[config.mk]
export PLATFORM = sky130hd
export DESIGN_NAME = bcd_display_scanner
export DESIGN_NICKNAME = d
export VERILOG_FILES = /design/src/rtl/display_pkg.sv /design/src/rtl/seg7_decode.sv /design/src/rtl/bcd_display_scanner.sv
export SDC_FILE = /design/constraint.sdc
export NUM_CORES = 1
export LEC_CHECK = 0
export CORE_MARGIN = 2
export CORE_UTILIZATION = 35
export CTS_CLUSTER_SIZE = 16
export DETAILED_ROUTE_END_ITERATION = 8
export GPL_TIMING_DRIVEN = 0
export PLACE_DENSITY = 0.64
export SKIP_CTS_REPAIR_TIMING = 1
export SYNTH_ARGS = -nofsm -noshare
export SYNTH_HDL_FRONTEND = slang
export SYNTH_SLANG_ARGS = --single-unit
export TNS_END_PERCENT = 10
[constraint.sdc]
create_clock -name clk_in -period 2.7 [get_ports clk_in]
set_input_delay 0.675 -clock clk_in [delete_from_list [all_inputs] [get_ports clk_in]]
set_output_delay 0.675 -clock clk_in [all_outputs]
set_load 0.005 [all_outputs]
[src/rtl/display_pkg.sv]
// rtl/display_pkg.sv - shared constants for the BCD display scanner
// Active-low segment codes are ordered {g,f,e,d,c,b,a}.
package display_pkg;
   localparam int DIGITS     = 4;
   localparam int NIBBLE_W   = 4;
   localparam int BRIGHT_MAX = 8;

   localparam logic [6:0] SEG_0     = 7'h40;
   localparam logic [6:0] SEG_1     = 7'h79;
   localparam logic [6:0] SEG_2     = 7'h24;
   localparam logic [6:0] SEG_3     = 7'h30;
   localparam logic [6:0] SEG_4     = 7'h19;
   localparam logic [6:0] SEG_5     = 7'h12;
   localparam logic [6:0] SEG_6     = 7'h02;
   localparam logic [6:0] SEG_7     = 7'h78;
   localparam logic [6:0] SEG_8     = 7'h00;
   localparam logic [6:0] SEG_9     = 7'h10;
   localparam logic [6:0] SEG_DASH  = 7'h3F;
   localparam logic [6:0] SEG_BLANK = 7'h7F;
endpackage

[src/rtl/seg7_decode.sv]
// rtl/seg7_decode.sv - nibble to active-low 7-segment code
// Non-decimal nibbles render as a dash so corrupt counts are visible.
module seg7_decode
   import display_pkg::*;
(
   input  logic [NIBBLE_W-1:0] nibble,
   input  logic                blank,
   output logic [6:0]          seg
);

   always_comb begin
      seg = SEG_DASH;
      if (blank) begin
         seg = SEG_BLANK;
      end else begin
         case (nibble)
            4'd0:    seg = SEG_0;
            4'd1:    seg = SEG_1;
            4'd2:    seg = SEG_2;
            4'd3:    seg = SEG_3;
            4'd4:    seg = SEG_4;
            4'd5:    seg = SEG_5;
            4'd6:    seg = SEG_6;
            4'd7:    seg = SEG_7;
            4'd8:    seg = SEG_8;
            4'd9:    seg = SEG_9;
            default: seg = SEG_DASH;
         endcase
      end
   end

endmodule

[src/rtl/bcd_display_scanner.sv]
// rtl/bcd_display_scanner.sv - multiplexed 4-digit common-anode MM:SS driver
// Snapshots BCD once per scan; blanking, colon and PWM brightness on registered outputs.
module bcd_display_scanner
   import display_pkg::*;
#(
   parameter int REFRESH_DIV = 50000
)(
   input  logic        clk_in,
   input  logic        RESET,
   input  logic [16:1] BCD,
   input  logic        BLANK_LZ,
   input  logic        COLON_STEADY,
   input  logic [3:0]  BRIGHT,
   output logic [4:1]  AN,
   output logic [7:1]  SEG,
   output logic        DP
);

   localparam int DIV_W = (REFRESH_DIV > 2) ? $clog2(REFRESH_DIV) : 1;
   localparam logic [DIV_W-1:0] DIV_LAST = DIV_W'(REFRESH_DIV - 1);

   logic [DIV_W-1:0]    div;
   logic [1:0]          idx;
   logic [2:0]          pw;
   logic [16:1]         shadow;
   logic                col;
   logic                load_pend;

   logic                wrap;
   logic                load;
   logic [NIBBLE_W-1:0] nib;
   logic                blank_digit;
   logic [6:0]          seg_next;
   logic                an_on;
   logic [3:0]          an_next;
   logic                dp_next;

   assign wrap = (div == DIV_LAST);
   // The snapshot coincides with the idx 3->0 wrap so digit 0 sees fresh data.
   assign load = load_pend | (wrap & (idx == 2'd3));

   always_comb begin
      nib         = shadow[4:1];
      blank_digit = 1'b0;
      case (idx)
         2'd0: nib = shadow[4:1];
         2'd1: nib = shadow[8:5];
         2'd2: begin
            nib         = shadow[12:9];
            blank_digit = BLANK_LZ & (shadow[16:9] == 8'h00);
         end
         default: begin
            nib         = shadow[16:13];
            blank_digit = BLANK_LZ & (shadow[16:13] == 4'h0);
         end
      endcase
   end

   seg7_decode u_decode (
      .nibble (nib),
      .blank  (blank_digit),
      .seg    (seg_next)
   );

   assign an_on   = (BRIGHT >= 4'(BRIGHT_MAX)) | ({1'b0, pw} < BRIGHT);
   assign an_next = an_on ? ~(4'b0001 << idx) : 4'hF;
   assign dp_next = ~((idx == 2'd2) & col);

   always_ff @(posedge clk_in or posedge RESET) begin
      if (RESET) begin
         div       <= '0;
         idx       <= 2'd0;
         pw        <= 3'd0;
         shadow    <= 16'h0000;
         col       <= 1'b0;
         load_pend <= 1'b1;
         AN        <= 4'hF;
         SEG       <= SEG_BLANK;
         DP        <= 1'b1;
      end else begin
         div       <= wrap ? '0 : div + 1'b1;
         if (wrap) idx <= idx + 2'd1;
         pw        <= pw + 3'd1;
         load_pend <= 1'b0;
         if (load) shadow <= BCD;
         if (COLON_STEADY)
            col <= 1'b1;
         else if (load && (BCD[4:1] != shadow[4:1]))
            col <= ~col;
         AN  <= an_next;
         SEG <= seg_next;
         DP  <= dp_next;
      end
   end

endmodule

# Yosys cells after proc, flatten, opt, wreduce, memory -nomap -nowiden
# Memories as Yosys holds them, arrays and structs flattened.
# Cells that the tools add are included.
# op_classes
add_sub_neg	3
multipliers	0
n_div	0
magnitude_cmp	2
n_eq_ne	5
shift	1
muxes	7
bitwise	9
reduce_logical	6
# ops
operator	n
16-bit by 1-bit adder with 16-bit output (second input constant)	1
16-bit equality test (second input constant)	1
16-bit two-way mux	1
4-bit case mux with 3 select lines	1
8-bit zero test	1
7-bit two-way mux	1
1-bit AND	4
2-bit equality test (second input constant)	2
4-bit >= comparator (second input constant)	1
4-bit zero test	1
3-bit by 4-bit < comparator with 1-bit output	1
4-bit two-way mux	1
4-bit != test	1
4-bit NOT	1
1-bit by 2-bit << shifter with 4-bit output (first input constant)	1
3-bit by 1-bit adder with 3-bit output (second input constant)	1
2-bit by 1-bit adder with 2-bit output (second input constant)	1
2-bit by 1-bit equality test with 1-bit output (second input constant)	1
2-bit zero test	1
1-bit two-way mux	2
1-bit NOT	2
1-bit bitwise OR	2
1-bit case mux with 2 select lines	1
2-bit nonzero test	1
2 further kinds	2
# word_totals
reg_bits	51
latch_bits	0
ramBits	0
mem_bits_ro	112
input_bits	24
out_inout_bits	12
memories	1
# mem_list
memory	words	width	read_ports	rd_ports_with_merged_regs	write_ports	line_no	rtl
(name not given)	16	7	1	0	0	seg7_decode.sv:16	case (nibble)

# Depth between registers and ports, before layout
# depth
ltp_word	6
ltp_mapped	9
depth_no_buf	9

# By module
# From an unflattened synthesis, not the netlist that was laid out.
# hier_totals
hier_cells	211
hier_area_um2	2516.2
# modules_own_cells
mod	instances	cells_each	area_each_um2	seq_area_each_um2
bcd_display_scanner	1	176	2280.9	1292.5
seg7_decode	1	35	235.2	0.0

# Worst setup path before layout
# OpenSTA, ideal clock, no wires.
# synth_path
path_kind	register to register
start	reg idx[0]
end	reg SEG[1] in the netlist's numbering
arrival_time_ns	1.933
t_required_ns	2.634
path_slack_ns	0.702
path_stages_with_launch	7
path_buffers	0
path_cell_list	dfrtp_1 inv_1 ha_1 a222oi_1 mux2i_2 or4b_4 nand3_1
# synth_via
elab_chain_len	4
# synth_lines
element	line_no	rtl
from (decl)	bcd_display_scanner.sv:23	logic [1:0] idx;
from (signal assigned)	bcd_display_scanner.sv:82	if (wrap) idx <= idx + 2'd1;
2-bit equality test (tied with other cells)	bcd_display_scanner.sv:45	case (idx)
4-bit case mux with 3 select lines / 2-bit OR reduction (equally long branches)	n/a	
memory read 16 x 7 bit / 1-bit case mux with 2 select lines (equally long branches)	n/a	
7-bit two-way mux (*)	seg7_decode.sv:13	if (blank) begin
net seg_next[0]	bcd_display_scanner.sv:33	logic [6:0] seg_next;
to (signal assigned)	bcd_display_scanner.sv:91	SEG <= seg_next;
to (decl)	bcd_display_scanner.sv:15	output logic [7:1] SEG,
# Mark *: on every way through the listed nets, which the timed path passes. The rest lies on a longest branch.
# A chain may end at the register's enable or synchronous reset.

# Worst setup path after layout
# layout_path
start	reg idx[0]
end	reg SEG[3] in the netlist's numbering
# The elaborated chain is that of the path after synthesis.

==> results by group <==
Cells and area
  – Number of standard cells in the final layout excluding fillers: 346
  – FF+latch area: 0.00129 sq mm
  – Fill cells: 650
  – Final nets: 285
  – Share of layout cells above drive strength 1: 19.6%
  – Summed area of non-filler cells in the final layout: 0.00306 sq mm
  – Multi-input logic area: 0.00107 sq mm
  – Diodes inserted: 0
  – Area growth from synthesis to layout: 24.7%

Critical path
  – Worst Path Buf+Inv: 3
  – Critical Path Most Common Cell: sky130_fd_sc_hd__inv_1
  – Slowest cell on the critical path: sky130_fd_sc_hd__dfrtp_1
  – Required time of the critical path: roughly 2.9 ns
  – Category of the worst setup path capture point: flip-flop
  – Top Family by Delay on Critical Path: compound AO/OA/AOI/OAI gates
  – Cell-by-cell trace of the critical path: inv_1 -> ha_1 -> a222oi_1 -> mux2i_1 -> inv_1 -> ha_1 -> inv_1 -> o311ai_0
  – Data arrival time of the worst path: approximately 2.5 ns
  – Kind of critical path: reg2reg
  – CP peak stage delay: between 0.4 and 0.5 ns
  – Kind of start point of the critical path: flip-flop
  – Critical Path Fanout Max: 7

CTS
  – Clock root buffer: sky130_fd_sc_hd__clkbuf_8
  – Clock transition at the register clock pins on the worst setup and hold paths after CTS: 0.11 ns
  – Num CTS Buffers: 5
  – CTS tree: yes
  – Latest clock arrival within the worst-skew pair: 0.31 ns
  – Worst-case clock buffer depth: 2
  – TritonCTS Sinks: between 50 and 60
  – Deepest level of the CTS H-tree: 2

Placement
  – Routability congestion estimate: just under 0.8
  – # placed instances: approximately 340
  – Post-placement cell area: 0.00294 sq mm
  – Placement Setup Slack: 0.409 ns
  – Count of buffers inserted at the top-level ports: 35
  – HPWL after DPL: 3180 um

Drt
  – Via-to-Cell Ratio: 4.70
  – Vias post-DR: 1627
  – Number of remaining DRC errors: 0
  – Drt first-iter violations: ~70
  – Drt total wl: ~4300 um
  – Antenna-violating nets left: 0
  – First-pass iteration count of the detailed router: 5
  – Routed WL per cell: 12.5 um

Logic synthesis
  – Mux cell area share after synthesis: a little over a tenth
  – Proportion of synthesized chip area in sequential cells: between 50% and 60%
  – Post-synthesis instance area: 0.00245 sq mm
  – Dominant cells by area after synthesis: sky130_fd_sc_hd__dfrtp_1 (39%), sky130_fd_sc_hd__dfstp_2 (14%), sky130_fd_sc_hd__mux2_2 (7.8%)
  – Post-synthesis cell type count: 39
  – Area fraction in compound gates after synthesis: 7.87%
  – Synthesized-area fraction occupied by adder cells: 6.13%
  – Xor/xnor share of the synthesized area: 6.08%
  – Post-synthesis area per instance: 11.9 sq um
  – Dominant combinational cell family by area after synthesis: simple AND/OR/NAND/NOR gates
  – Synthesized netlist cell count: 206
  – Register bit count reported by yosys: 51
  – Commonest cells in the netlist: sky130_fd_sc_hd__dfrtp_1 (38), sky130_fd_sc_hd__inv_1 (17), sky130_fd_sc_hd__mux2_2 (17), sky130_fd_sc_hd__dfstp_2 (13), sky130_fd_sc_hd__ha_1 (12)
  – Library cell with the largest summed area after synthesis: sky130_fd_sc_hd__dfrtp_1
  – Number of enable-type register cells in the synthesized netlist: 0
  – Ys async rst share: 100%
  – Total nets after synthesis: approximately 240
  – Basic-gate share of the synthesized area counting and, or, nand and nor cells: about 12%
  – Number of warnings printed during yosys synthesis: 0
  – Most used standard cell by instance count after synthesis: sky130_fd_sc_hd__dfrtp_1
  – Share of Yosys cell area claimed by the top area cell type: between 30% and 40%
  – Ys flop type: sky130_fd_sc_hd__dfrtp_1

Global route
  – Via count of the first global-routing pass: 1550
  – Global-route wire length before repair: 7510 um
  – Global-route usage over all layers: 12.7%
  – Maximum number of pins on one net before global-route repair: ~40
  – Global-route congestion overflow total: 0
  – Initial antenna violation count: 0

Outcome
  – Outcome: finished, final reports clean

Pwr
  – Power density of the placed cells: 521 mW/mm^2
  – Share of total power in the clock network: roughly a third
  – Logic pwr share: 12.5%
  – Highest ir drop seen on vdd: 0.265 mV
  – Sequential share of power: between 50% and 60%
  – Internal power contribution: 1220 uW
  – Net switching power of the design: ~380 uW
  – Net Sw Frac: between 20% and 30%
  – Leakage power total: 0.00132 uW

STA
  – Slew Viols, Final: 0
  – Shortest period the worst path allows: ~2.3 ns
  – Final Worst Setup Slack: 0.386 ns
  – Setup-violating endpoint count in the final report: 0
  – Minimum hold slack: 0.423 ns
  – Highest Clock Rate: 0.432 GHz
  – Number of hold-slack violations in the final timing report: 0
  – Final TNS setup: 0 ns
  – Worst Tran Pin Value: ~0.50 ns
  – Worst clock skew on the final layout: around 0.014 ns
  – RSZ-0062 raised after global routing: false
  – Final worst path period share: 85.7%
  – Slew margin rel.: between 60 and 70%

Floorplanning
  – Row count: 30
  – Die ar.: ~0.0077 sq mm
  – Horizontal extent of the die: 87.7 um
  – Top-level port count: 36
  – Effective utilization at floorplan: between 30% and 40%
  – Die Span Y: 87.7 um
  – Std-Cell Core Area: roughly 0.0068 sq mm

Hold path
  – Path type of the worst min-delay path: reg2reg

Flow run
  – Number of max-capacitance violations reported: 0
worst register-to-register path, delay by kind of cell, from the launching register on:
family	cells	cell delay [ns]
flops	1	0.42
mux	1	0.26
compound gates	2	0.74
fa+ha+maj	2	0.49
buf+inv	3	0.30
sequential cells by signal, indices dropped and copies added (netlist names):
name	flops
shadow	16
div	16
idx	2
load_pend	1
pw	3
col	1
SEG	7
AN	4
DP	1
area by class of cell:
cell class	count	share of cell area, %
plain buffers	5	0.901
clock buffers	5	2.25
clock inverters	3	1.52
inverters	17	2.09
multi-input cells	133	34.9
flip-flops and latches	51	42.3
well taps	96	3.93
repair buffers	36	12.1
cells by family (layout without fill, tap and decap cells):
| family | Yosys count | count (layout) |
|---|---|---|
| flip-flops | 51 | 51 |
| AND/OR/NAND/NOR | 51 | 51 |
| AO/OA/AOI/OAI | 28 | 28 |
| multiplexers | 24 | 24 |
| buffers and inverters | 22 | 66 |
| XOR/XNOR | 17 | 17 |
| adder cells (fa/ha/maj) | 12 | 12 |
| other | 1 | 1 |
final timing paths:
path                            cells after the start               start                endpoint  slack [ns]
worst max-delay path                                8  idx[0]$_DFFE_PP0N_        SEG[3]$_DFF_PP1_        0.39
worst min-delay path                                1     col$_DFFE_PP0P_            DP$_DFF_PP1_        0.42
worst max register to register                      8  idx[0]$_DFFE_PP0N_        SEG[3]$_DFF_PP1_        0.39
worst min register to register                      1     col$_DFFE_PP0P_            DP$_DFF_PP1_        0.42
max in group asynchronous                           3               RESET         AN[3]$_DFF_PP1_        1.55
min in group asynchronous                           2               RESET  shadow[15]$_DFFE_PP0P_        0.61
through the flow:
| step | power [uW] | util [%] |
|---|---|---|
| floorplan | 960 | - |
| global placement | 1050 | 43.0 |
| detailed placement | 1060 | 43.3 |
| CTS | 1600 | 45.0 |
| global route | 1670 | 45.0 |
| finish | 1590 | 45.0 |
power by group through the flow:
| stage | clock network (uW) | registers, uW | logic (uW) |
|---|---|---|---|
| 6_report | 549 | 844 | 199 |
| 5_1_grt | 597 | 850 | 226 |
| 4_1_cts | 555 | 844 | 203 |
| 3_5_place_dp | 0 | 859 | 202 |
| 3_3_place_gp | 0 | 858 | 195 |
| 2_1_floorplan | 0 | 855 | 105 |
cells in the final DEF (no fill, tap or decap), types with 2 or more instances in the layout:
cell type and instances:
sky130_fd_sc_hd__xor2_1 8, sky130_fd_sc_hd__a222oi_1 4, sky130_fd_sc_hd__and4_1 4, sky130_fd_sc_hd__clkbuf_1 3, sky130_fd_sc_hd__nor2_1 10, sky130_fd_sc_hd__ha_1 12
sky130_fd_sc_hd__nor3b_1 2, sky130_fd_sc_hd__xnor2_1 9, sky130_fd_sc_hd__nand2_1 7, sky130_fd_sc_hd__o21ai_0 11, sky130_fd_sc_hd__dfrtp_1 38, sky130_fd_sc_hd__nand3_1 7
sky130_fd_sc_hd__and3_1 2, sky130_fd_sc_hd__dfstp_2 13, sky130_fd_sc_hd__nand2b_1 3, sky130_fd_sc_hd__clkbuf_8 5, sky130_fd_sc_hd__clkdlybuf4s50_1 35, sky130_fd_sc_hd__inv_1 16
sky130_fd_sc_hd__nor4_1 2, sky130_fd_sc_hd__a211oi_1 2, sky130_fd_sc_hd__mux2i_1 6, sky130_fd_sc_hd__nor2b_1 2, sky130_fd_sc_hd__mux2_2 17, sky130_fd_sc_hd__a21oi_1 5
sky130_fd_sc_hd__nand4_1 6
routing by layer:
metal	global-route usage [%]	share of wire (%)	routed length (um)	up-vias
li1	-	-	-	811
met1	19.2	51	2230	776
met2	17.8	43	1870	32
met3	3.20	4.1	178	8
met4	3.78	1.3	58	0
met5	0	0	0	-
Note: power is estimated with default switching activity, not from simulation.
